File: src/rtl/rvc_pack_compressor_if.sv
// rvc_pack_compressor_if
//
// Stream bundle for the RV32C packing compressor. It groups the instruction
// input handshake, the packed-word output handshake, the flush request and the
// empty status into one interface.
//
// Signals:
//   in_valid   in_inst is valid
//   in_ready   compressor accepts in_inst this cycle
//   in_inst    uncompressed RV32I instruction (bits [1:0] == 2'b11)
//   flush      level request to emit a pending halfword padded with c.nop
//   out_valid  out_word is valid
//   out_ready  downstream accepts out_word
//   out_word   packed little-endian word, bits [15:0] hold the earlier parcel
//   empty      no pending halfword and no pending output word
//
// Modports:
//   master  the side that supplies instructions and consumes packed words
//   slave   the compressor itself
interface rvc_pack_compressor_if;
  logic        in_valid;
  logic        in_ready;
  logic [31:0] in_inst;
  logic        flush;
  logic        out_valid;
  logic        out_ready;
  logic [31:0] out_word;
  logic        empty;

  modport master (
    output in_valid, in_inst, flush, out_ready,
    input  in_ready, out_valid, out_word, empty
  );

  modport slave (
    input  in_valid, in_inst, flush, out_ready,
    output in_ready, out_valid, out_word, empty
  );
endinterface

File: src/rtl/rvc_pack_compressor.sv
// rvc_pack_compressor
//
// Rewrites each incoming RV32I instruction as an RV32C halfword when an exact
// 16-bit equivalent exists, then packs the resulting 16/32-bit parcels into
// little-endian 32-bit words on a valid/ready output with a single-entry
// output register.
//
// Ports:
//   clk    rising-edge clock
//   rst_n  asynchronous active-low reset
//   bus    rvc_pack_compressor_if.slave (input/output handshakes, flush, empty)
//
// Configuration:
//   RVC_CA_COMPRESS_EN  when defined, the register-register group (c.sub,
//                       c.xor, c.or, c.and, c.add, c.mv) is compressed;
//                       otherwise those instructions pass through as 32 bits.
module rvc_pack_compressor (
  input logic                  clk,
  input logic                  rst_n,
  rvc_pack_compressor_if.slave bus
);

  typedef enum logic {
    ST_EMPTY,
    ST_HALF
  } state_t;

  state_t      state;
  logic [15:0] residue;
  logic [31:0] out_word_q;
  logic        out_valid_q;

  logic        is_c;
  logic [15:0] c_half;

  logic [31:0] inst;
  logic [6:0]  opcode;
  logic [4:0]  rd;
  logic [4:0]  rs1;
  logic [4:0]  rs2;
  logic [2:0]  funct3;
  logic [6:0]  funct7;
  logic [11:0] imm_i;
  logic [11:0] imm_s;
  logic        rd_p;
  logic        rs1_p;
  logic        rs2_p;
  logic        imm6_ok;
  logic        off_i_ok;
  logic        off_s_ok;
  logic        lui_ok;

  assign inst   = bus.in_inst;
  assign opcode = inst[6:0];
  assign rd     = inst[11:7];
  assign rs1    = inst[19:15];
  assign rs2    = inst[24:20];
  assign funct3 = inst[14:12];
  assign funct7 = inst[31:25];
  assign imm_i  = inst[31:20];
  assign imm_s  = {inst[31:25], inst[11:7]};

  // Prime registers x8..x15 have the pattern 01xxx.
  assign rd_p  = (rd[4:3] == 2'b01);
  assign rs1_p = (rs1[4:3] == 2'b01);
  assign rs2_p = (rs2[4:3] == 2'b01);

  // A 12-bit immediate fits in 6 signed bits when bits [11:5] all match.
  assign imm6_ok  = (imm_i[11:5] == {7{imm_i[5]}});
  // Load/store offsets 0..124 step 4: only bits [6:2] may be set.
  assign off_i_ok = (imm_i[11:7] == 5'd0) && (imm_i[1:0] == 2'd0);
  assign off_s_ok = (imm_s[11:7] == 5'd0) && (imm_s[1:0] == 2'd0);
  // LUI upper immediate must be a nonzero sign extension of bits [17:12].
  assign lui_ok   = (inst[31:17] == {15{inst[17]}}) && (inst[17:12] != 6'd0);

  // Classifier: decide whether the incoming instruction has an exact
  // RV32C equivalent and build that halfword.
  always_comb begin
    is_c   = 1'b0;
    c_half = 16'h0000;
    case (opcode)
      7'b0000011: begin
        if (funct3 == 3'b010 && rd_p && rs1_p && off_i_ok) begin
          is_c   = 1'b1;
          c_half = {3'b010, imm_i[5:3], rs1[2:0], imm_i[2], imm_i[6], rd[2:0], 2'b00};
        end
      end
      7'b0100011: begin
        if (funct3 == 3'b010 && rs1_p && rs2_p && off_s_ok) begin
          is_c   = 1'b1;
          c_half = {3'b110, imm_s[5:3], rs1[2:0], imm_s[2], imm_s[6], rs2[2:0], 2'b00};
        end
      end
      7'b0010011: begin
        case (funct3)
          3'b000: begin
            if (rd != 5'd0 && rs1 == rd && imm_i != 12'd0 && imm6_ok) begin
              is_c   = 1'b1;
              c_half = {3'b000, imm_i[5], rd, imm_i[4:0], 2'b01};
            end else if (rs1 == 5'd0 && rd != 5'd0 && imm6_ok) begin
              is_c   = 1'b1;
              c_half = {3'b010, imm_i[5], rd, imm_i[4:0], 2'b01};
            end
          end
          3'b001: begin
            if (funct7 == 7'd0 && rs2 != 5'd0 && rd != 5'd0 && rs1 == rd) begin
              is_c   = 1'b1;
              c_half = {3'b000, 1'b0, rd, rs2, 2'b10};
            end
          end
          3'b101: begin
            // funct7[5] separates SRAI from SRLI and maps to the c.srai sub-op.
            if ((funct7 == 7'd0 || funct7 == 7'b0100000) && rs2 != 5'd0 &&
                rd_p && rs1 == rd) begin
              is_c   = 1'b1;
              c_half = {3'b100, 1'b0, 1'b0, funct7[5], rd[2:0], rs2, 2'b01};
            end
          end
          3'b111: begin
            if (rd_p && rs1 == rd && imm6_ok) begin
              is_c   = 1'b1;
              c_half = {3'b100, imm_i[5], 2'b10, rd[2:0], imm_i[4:0], 2'b01};
            end
          end
          default: ;
        endcase
      end
      7'b0110111: begin
        if (rd != 5'd0 && rd != 5'd2 && lui_ok) begin
          is_c   = 1'b1;
          c_half = {3'b011, inst[17], rd, inst[16:12], 2'b01};
        end
      end
      7'b0110011: begin
`ifdef RVC_CA_COMPRESS_EN
        if (funct7 == 7'd0 && funct3 == 3'b000) begin
          if (rd != 5'd0 && rs1 == rd && rs2 != 5'd0) begin
            is_c   = 1'b1;
            c_half = {4'b1001, rd, rs2, 2'b10};
          end else if (rs1 == 5'd0 && rd != 5'd0 && rs2 != 5'd0) begin
            is_c   = 1'b1;
            c_half = {4'b1000, rd, rs2, 2'b10};
          end
        end else if (rd_p && rs1 == rd && rs2_p) begin
          case ({funct7, funct3})
            10'b0100000_000: begin
              is_c   = 1'b1;
              c_half = {6'b100011, rd[2:0], 2'b00, rs2[2:0], 2'b01};
            end
            10'b0000000_100: begin
              is_c   = 1'b1;
              c_half = {6'b100011, rd[2:0], 2'b01, rs2[2:0], 2'b01};
            end
            10'b0000000_110: begin
              is_c   = 1'b1;
              c_half = {6'b100011, rd[2:0], 2'b10, rs2[2:0], 2'b01};
            end
            10'b0000000_111: begin
              is_c   = 1'b1;
              c_half = {6'b100011, rd[2:0], 2'b11, rs2[2:0], 2'b01};
            end
            default: ;
          endcase
        end
`endif
      end
      default: ;
    endcase
  end

  logic accept;
  logic flush_go;

  assign bus.in_ready  = !out_valid_q || bus.out_ready;
  assign accept        = bus.in_valid && bus.in_ready;
  // An input in the same cycle wins; flush only fires on an idle input.
  assign flush_go      = (state == ST_HALF) && bus.flush && !bus.in_valid && bus.in_ready;
  assign bus.out_valid = out_valid_q;
  assign bus.out_word  = out_word_q;
  assign bus.empty     = (state == ST_EMPTY) && !out_valid_q;

  // Packing FSM. A drained output clears out_valid unless a new word is
  // loaded in the same cycle, which gives back-to-back words with no bubble.
  always_ff @(posedge clk or negedge rst_n) begin
    if (!rst_n) begin
      state       <= ST_EMPTY;
      residue     <= 16'h0000;
      out_word_q  <= 32'h0000_0000;
      out_valid_q <= 1'b0;
    end else begin
      if (bus.out_ready) begin
        out_valid_q <= 1'b0;
      end
      if (accept) begin
        case (state)
          ST_EMPTY: begin
            if (is_c) begin
              residue <= c_half;
              state   <= ST_HALF;
            end else begin
              out_word_q  <= inst;
              out_valid_q <= 1'b1;
            end
          end
          ST_HALF: begin
            out_valid_q <= 1'b1;
            if (is_c) begin
              out_word_q <= {c_half, residue};
              state      <= ST_EMPTY;
            end else begin
              out_word_q <= {inst[15:0], residue};
              residue    <= inst[31:16];
            end
          end
          default: state <= ST_EMPTY;
        endcase
      end else if (flush_go) begin
        out_word_q  <= {16'h0001, residue};
        out_valid_q <= 1'b1;
        state       <= ST_EMPTY;
      end
    end
  end

endmodule

File: src/flat_wrapper.sv
// flat-port wrapper written by rule: the top's interface ports become plain ports
module rvc_pack_compressor_flat 
  (clk, rst_n, bus_in_valid, bus_in_inst, bus_flush, bus_out_ready, bus_in_ready, bus_out_valid, bus_out_word, bus_empty);
  rvc_pack_compressor_if bus_i ();
  input logic clk;
  input logic rst_n;
  input wire logic [$bits(bus_i.in_valid)-1:0] bus_in_valid;
  input wire logic [$bits(bus_i.in_inst)-1:0] bus_in_inst;
  input wire logic [$bits(bus_i.flush)-1:0] bus_flush;
  input wire logic [$bits(bus_i.out_ready)-1:0] bus_out_ready;
  output wire logic [$bits(bus_i.in_ready)-1:0] bus_in_ready;
  output wire logic [$bits(bus_i.out_valid)-1:0] bus_out_valid;
  output wire logic [$bits(bus_i.out_word)-1:0] bus_out_word;
  output wire logic [$bits(bus_i.empty)-1:0] bus_empty;
  assign bus_i.in_valid = bus_in_valid;
  assign bus_i.in_inst = bus_in_inst;
  assign bus_i.flush = bus_flush;
  assign bus_i.out_ready = bus_out_ready;
  assign bus_in_ready = bus_i.in_ready;
  assign bus_out_valid = bus_i.out_valid;
  assign bus_out_word = bus_i.out_word;
  assign bus_empty = bus_i.empty;
  rvc_pack_compressor u_core (.clk(clk), .rst_n(rst_n), .bus(bus_i));
endmodule
File: config.mk
export PLATFORM = sky130hd
export DESIGN_NAME = rvc_pack_compressor_flat
export DESIGN_NICKNAME = d
export VERILOG_FILES = /design/src/rtl/rvc_pack_compressor_if.sv /design/src/rtl/rvc_pack_compressor.sv /design/src/flat_wrapper.sv
export SDC_FILE = /design/constraint.sdc
export NUM_CORES = 1
export LEC_CHECK = 0
export ABC_AREA = 1
export BUFFER_PORTS_ARGS = -buffer_cell sky130_fd_sc_hd__buf_2
export CORE_MARGIN = 2
export CORE_UTILIZATION = 50
export DETAILED_ROUTE_END_ITERATION = 10
export HOLD_SLACK_MARGIN = 0.05
export PLACE_DENSITY = 0.73
export RECOVER_POWER = 25
export SLEW_MARGIN = 20
export SYNTH_ARGS = -nofsm -noshare
export SYNTH_HDL_FRONTEND = slang
export SYNTH_SLANG_ARGS = --single-unit
File: constraint.sdc
create_clock -name clk -period 2.2 [get_ports clk]
set_input_delay 0.22 -clock clk [delete_from_list [all_inputs] [get_ports clk]]
set_output_delay 0.22 -clock clk [all_outputs]
set_load 0.005 [all_outputs]
After elaboration in Yosys (flattened, before gate mapping) --
Index checks and enable logic that the tools add are counted.
Operators by class: multiplexer cells 38, reduce and logical (&&, ||, !) cells 46, bitwise operators 1, equal/unequal tests 19
Operators by type and width (number):
- 32-bit 2-to-1 mux | 4
- 16-bit case mux with 4 select lines | 2
- 16-bit 2-to-1 mux | 6
- 32-bit case mux with 2 select lines | 1
- 15-bit 2-to-1 mux | 3
- 16-bit case mux with 2 select lines | 1
- 1-bit logical AND | 29
- 7-bit by 6-bit == test with 1-bit output, second input constant | 3
- 1-bit 2-to-1 mux | 16
- 14-bit == test | 1
- 12-bit 2-to-1 mux | 1
- 12-bit nonzero test | 1
- 5-bit logical NOT | 2
- 5-bit nonzero test | 2
- 1-bit case mux with 4 select lines | 2
- 7-bit by 2-bit == test with 1-bit output, second input constant | 1
- 7-bit by 5-bit == test with 1-bit output, second input constant | 1
- 7-bit logical NOT | 1
- 2-bit by 1-bit == test with 1-bit output, second input constant | 3
- 3-bit == test, second input constant | 2
- 6-bit == test | 1
- 6-bit nonzero test | 1
- 5-bit == test | 1
- 5-bit by 2-bit != test with 1-bit output, second input constant | 1
- other kinds (14) | 18
Word-level totals: output and inout bits 35, input bits 37, logic and storage cells 108, flip-flop bits (word level) 50

Logic depth before layout (Yosys ltp) --
depth in word-level cells 11, depth in mapped cells 18, mapped depth without buffers 16

Worst setup path after synthesis --
No wires, ideal clock.
kind in2reg, start input bus_in_inst[25], end register u_core.residue[12], path buffers 2, arrival 1.902 ns, setup time 0.121 ns, path slack 0.178 ns, stages 15, required time 2.079 ns, cells stage by stage buf_4 > inv_4 > ha_1 > nor2_1 > nand3_1 > or2_1 > nand2_2 > nand2_4 > nand3_2 > nand3_4 > nand2_2 > inv_2 > buf_6 > nand2_1 > o21ai_2
On the way: longest elaborated chain between the ends 10, elaborated cells on any way between the ends 39, those cells by class eq/ne: 5; mux: 18; reduce/logical: 16
Ends and longest elaborated chain:
- start, declared | line flat_wrapper.sv:8 | input wire logic [$bits(bus_i.in_inst)-1:0] bus_in_inst;
- 7-bit by 6-bit == test with 1-bit output or 7-bit logical NOT (tied branches) | line rvc_pack_compressor.sv:113, rvc_pack_compressor.sv:106
- 1-bit logical OR | line rvc_pack_compressor.sv:113 | if ((funct7 == 7'd0 || funct7 == 7'b0100000) && rs2 != 5'd0 &&
- 1-bit logical AND (2 in series) | line rvc_pack_compressor.sv:113
- 1-bit logical AND | line rvc_pack_compressor.sv:114 | rd_p && rs1 == rd) begin
- 1-bit 2-to-1 mux | line rvc_pack_compressor.sv:113
- 1-bit case mux with 4 select lines | line rvc_pack_compressor.sv:95 | case (funct3)
- 1-bit case mux with 4 select lines | line rvc_pack_compressor.sv:81 | case (opcode)
- 2-bit != test (no source line) or 2-bit by 1-bit != test with 1-bit output (tied branches)
- 3-bit AND reduction (no source line)
- end signal, assigned | line rvc_pack_compressor.sv:198 | residue <= c_half;
- end signal, assigned | line rvc_pack_compressor.sv:212 | residue <= inst[31:16];
- end, declared | line rvc_pack_compressor.sv:29 | logic [15:0] residue;
Parallel ways exist; a longest one is shown, timed or not. The select of a mux whose other input is x is not followed. A chain may end at the register's enable or synchronous reset.

Worst setup path after layout --
start register u_core.out_valid_q, in the netlist u_core.bus.out_valid, end register u_core.out_word_q[3], in the netlist u_core.bus.out_word[3]
On the way: longest elaborated chain between the ends 5, elaborated cells on any way between the ends 8, those cells by class eq/ne: 1; mux: 1; reduce/logical: 6
Ends and longest elaborated chain:
- start, declared | line rvc_pack_compressor.sv:31 | logic out_valid_q;
- start signal, assigned | line rvc_pack_compressor.sv:189 | out_valid_q <= 1'b0;
- start signal, assigned | line rvc_pack_compressor.sv:192 | out_valid_q <= 1'b0;
- start signal, assigned | line rvc_pack_compressor.sv:202 | out_valid_q <= 1'b1;
- 1-bit logical NOT * | line rvc_pack_compressor.sv:174 | assign bus.in_ready = !out_valid_q || bus.out_ready;
- 1-bit logical OR * | line rvc_pack_compressor.sv:174
- 1-bit logical AND, on equally long branches | line rvc_pack_compressor.sv:175, rvc_pack_compressor.sv:177
- 3-bit != test (no source line) or 2-bit nonzero test (tied branches)
- 2-bit AND reduction (no source line)
- end signal, assigned | line rvc_pack_compressor.sv:201 | out_word_q <= inst;
- end signal, assigned | line rvc_pack_compressor.sv:208 | out_word_q <= {c_half, residue};
- end signal, assigned | line rvc_pack_compressor.sv:211 | out_word_q <= {inst[15:0], residue};
- end, declared | line rvc_pack_compressor.sv:30 | logic [31:0] out_word_q;
Mark *: on every way between the ends. The rest lies on a longest branch, timed or not.

==> out/summary.txt <==
Num rows: 31
DR pass1 iterations: 5
RePlAce Congestion: 0.987
Initial antenna violation count: 0
Post-synthesis instance area: 3720 um^2
RSZ-0062 raised after global routing: false
WP data arrival: 2100 ps
Sw frac: 38.4%
Vias/cell: 5.27
Seq pwr share: 43.6%
Int Power: 1.98 mW
Post-DP HPWL: 10100 um
LEAKAGE: 2.55 nW
Slew Viols, Final: 0
Crit path max fanout: 22
Final #Nets: 747
Max incr delay on CP: 410 ps
Final TNS setup: 0 ps
EDFF count, synth: 0
Synth Flop Type: dfrtp_1
Port Buffers: 71
Pin count of the biggest net entering global routing: 39
Iter 0 DRT Violations: 427
Worst min path class: input port to flip-flop
Post-Syn Instances: 601
Worst slew margin: 44.0%
Final WL: 12200 um
Number of library cell types mapped by synthesis: 35
Sink Count: 50
Total grt overflow: 0
Fillers: 721
Setup Buffers After CTS: 0
Final setup violation count: 0
Global-route wire length before repair: 20100 um
Skew-Pair Late Insertion Delay: 310 ps
Final ANT Viol Nets: 0
Critical path, cell by cell: inv_1, nor2_1, nor2_1, inv_1, nor2_2, buf_12, mux2i_1, o21ai_0
Syn avg cell area: 6.19 um^2
Combinational share of power: 38.8%
H-Tree Depth: 2
Root buf cell: clkbuf_8
Setup crit end kind: flip-flop
Startpoint Class: flip-flop
Switch Pwr: 1.24 mW
Syn. warnings: 0
Routed wire per std cell: 15.1 um
Crit path from: u_core.bus.out_valid
Layout cells sized above 1: 22.1%
Required time of the critical path: 2390 ps
Hold Vio Cnt, Final: 0
Hold path startpoint: bus_flush
Core ar.: 7210 um^2
Synthesis-to-layout area growth: 22.4%
Die area: 8150 um^2
Vias in the first global route: 4116
Post-Route Utilization: 63.1%
Power Dens Cells: 706 nW/um^2
DRC Markers: 0
CTS tree: yes
TritonCTS Buffers: 5
Total power: 3.21 mW
Final period demand of the worst path: 1900 ps
Via Count: 4260
Tcrit/Tclk final: 86.5%
Die H: 90.3 um
Die W: 90.3 um
Initial core utilization: 51.6%
Async SR Flop Fraction: 100%
Clock buffer depth: 2
Post_cts resized: 0
Worst slew pin tran: 840 ps
Reg2Reg Launch Point: u_core.bus.out_valid
Fmax: 525 MHz
Seq/Total Area, Yosys: 33.6%
Clk pwr share: 17.6%
Outcome: finished, final reports clean
Clock transition at path regs: 100 ps
Antenna fix cells: 0
I/O pin cnt: 72
Max-Cap Viols: 0
GRT Util Overall: 30.6%
Peak supply drop: 0.311 mV
#FFs+latches synth: 50
Setup CP Type: flip-flop to flip-flop
Slowest CP cell: dfrtp_1
Synth Net Count: 640
Layout Skew: 3.65 ps
final timing paths:
kind	cells past startpoint	slack, ps	endpoint
hold reg to reg	2	480	u_core.bus.out_word[23]
max in group asynchronous	3	500	u_core.bus.out_word[8]
hold / removal	4	230	u_core.bus.out_valid
min in group asynchronous	2	490	u_core.residue[11]
setup / recovery	8	300	u_core.bus.out_word[3]
setup reg to reg	8	300	u_core.bus.out_word[3]
synthesized netlist by cell type, types with 4 or more instances:
cell type | count | area [um^2]
a21oi_1 | 5 | 25.0
buf_2 | 5 | 25.0
buf_6 | 5 | 56.3
clkbuf_1 | 7 | 26.3
dfrtp_1 | 50 | 1250
inv_1 | 51 | 191
inv_2 | 9 | 33.8
mux2i_1 | 4 | 40.0
nand2_1 | 249 | 935
nand2_2 | 5 | 31.3
nand3_1 | 51 | 255
nand4_1 | 10 | 62.6
nor2_1 | 57 | 214
nor2_2 | 8 | 50.1
nor3_1 | 7 | 35.0
o21ai_0 | 38 | 190
o21ai_1 | 9 | 45.0
o22ai_1 | 7 | 43.8
stage by stage:
stage	area, um^2	setup slack [ps]	std cells	hold WS, ps
global route	4550	81.9	808	254
finish	4550	297	808	235
CTS	4560	308	808	233
detailed placement	4460	-7.80	799	143
global placement	4460	0.0295	799	138
floorplan	3720	178	601	-75.6
worst max-delay path, delay by kind of cell (launching register included):
family,cells,cell delay [ps]
DFF,1,410
and+or+nand+nor,3,630
buffers and inverters,3,440
muxes,1,190
AOI/OAI and AO/OA,1,110
state kept, by name, indices dropped and copies added, names as in the netlist:
| signal | cells |
|---|---|
| u_core.residue | 16 |
| u_core.bus.out_word | 32 |
| u_core.state | 1 |
| u_core.bus.out_valid | 1 |
cell families (layout without fill, tap and decap cells):
family / Yosys count / in the layout / synth area share (%)
adders and majority gates: 2 / 2 / 0.673
AOI/OAI and AO/OA: 67 / 67 / 9.89
DFF: 50 / 50 / 33.6
buffers and inverters: 82 / 190 / 9.82
xor gates and xnor gates: 1 / 1 / 0.235
and+or+nand+nor: 395 / 395 / 44.7
muxes: 4 / 4 / 1.08
metal layers:
metal | vias to the layer above | global-route usage (%) | routed length, um
li1 | 2119 | - | -
met5 | - | 0 | 0
met2 | 179 | 51.4 | 5670
met3 | 16 | 2.92 | 861
met4 | 0 | 8.97 | 206
met1 | 1946 | 42.1 | 5450
cell type report:
type                    count  area, um^2  share of cell area [%]
clock buffers               5        68.8                    1.51
clock inverters             3        23.8                   0.522
inverters                  61         231                    5.08
multi-input cells         469        2100                    46.2
flip-flops and latches     50        1250                    27.5
well taps                  99         124                    2.72
repair buffers            121         751                    16.5
cell usage in the layout (no fill, tap or decap), drive strengths merged, types with 2 or more instances in the layout:
master,netlist,routed
clkinvlp,0,2
a21oi,6,6
clkbuf,7,8
nor3,7,7
nor2,66,66
o21a,2,2
dfrtp,50,50
or2,2,2
mux2i,4,4
nand2,255,255
o22ai,7,7
buf,14,117
ha,2,2
nand3,54,54
o211ai,3,3
o21ai,48,48
nand4,10,10
inv,61,62
timing repair:
action	in CTS	in global routing
setup endpoints to repair	0	0
hold buffers	1	0
hold endpoints to repair	14	0
power groups by stage:
stage,combinational (mW),sequential (mW),clock (mW)
floorplan,0.687,1.42,0
global placement,1.21,1.41,0
detailed placement,1.24,1.42,0
CTS,1.25,1.40,0.577
global route,1.41,1.45,0.607
finish,1.25,1.40,0.566
Note: power is estimated with default switching activity, not from simulation.
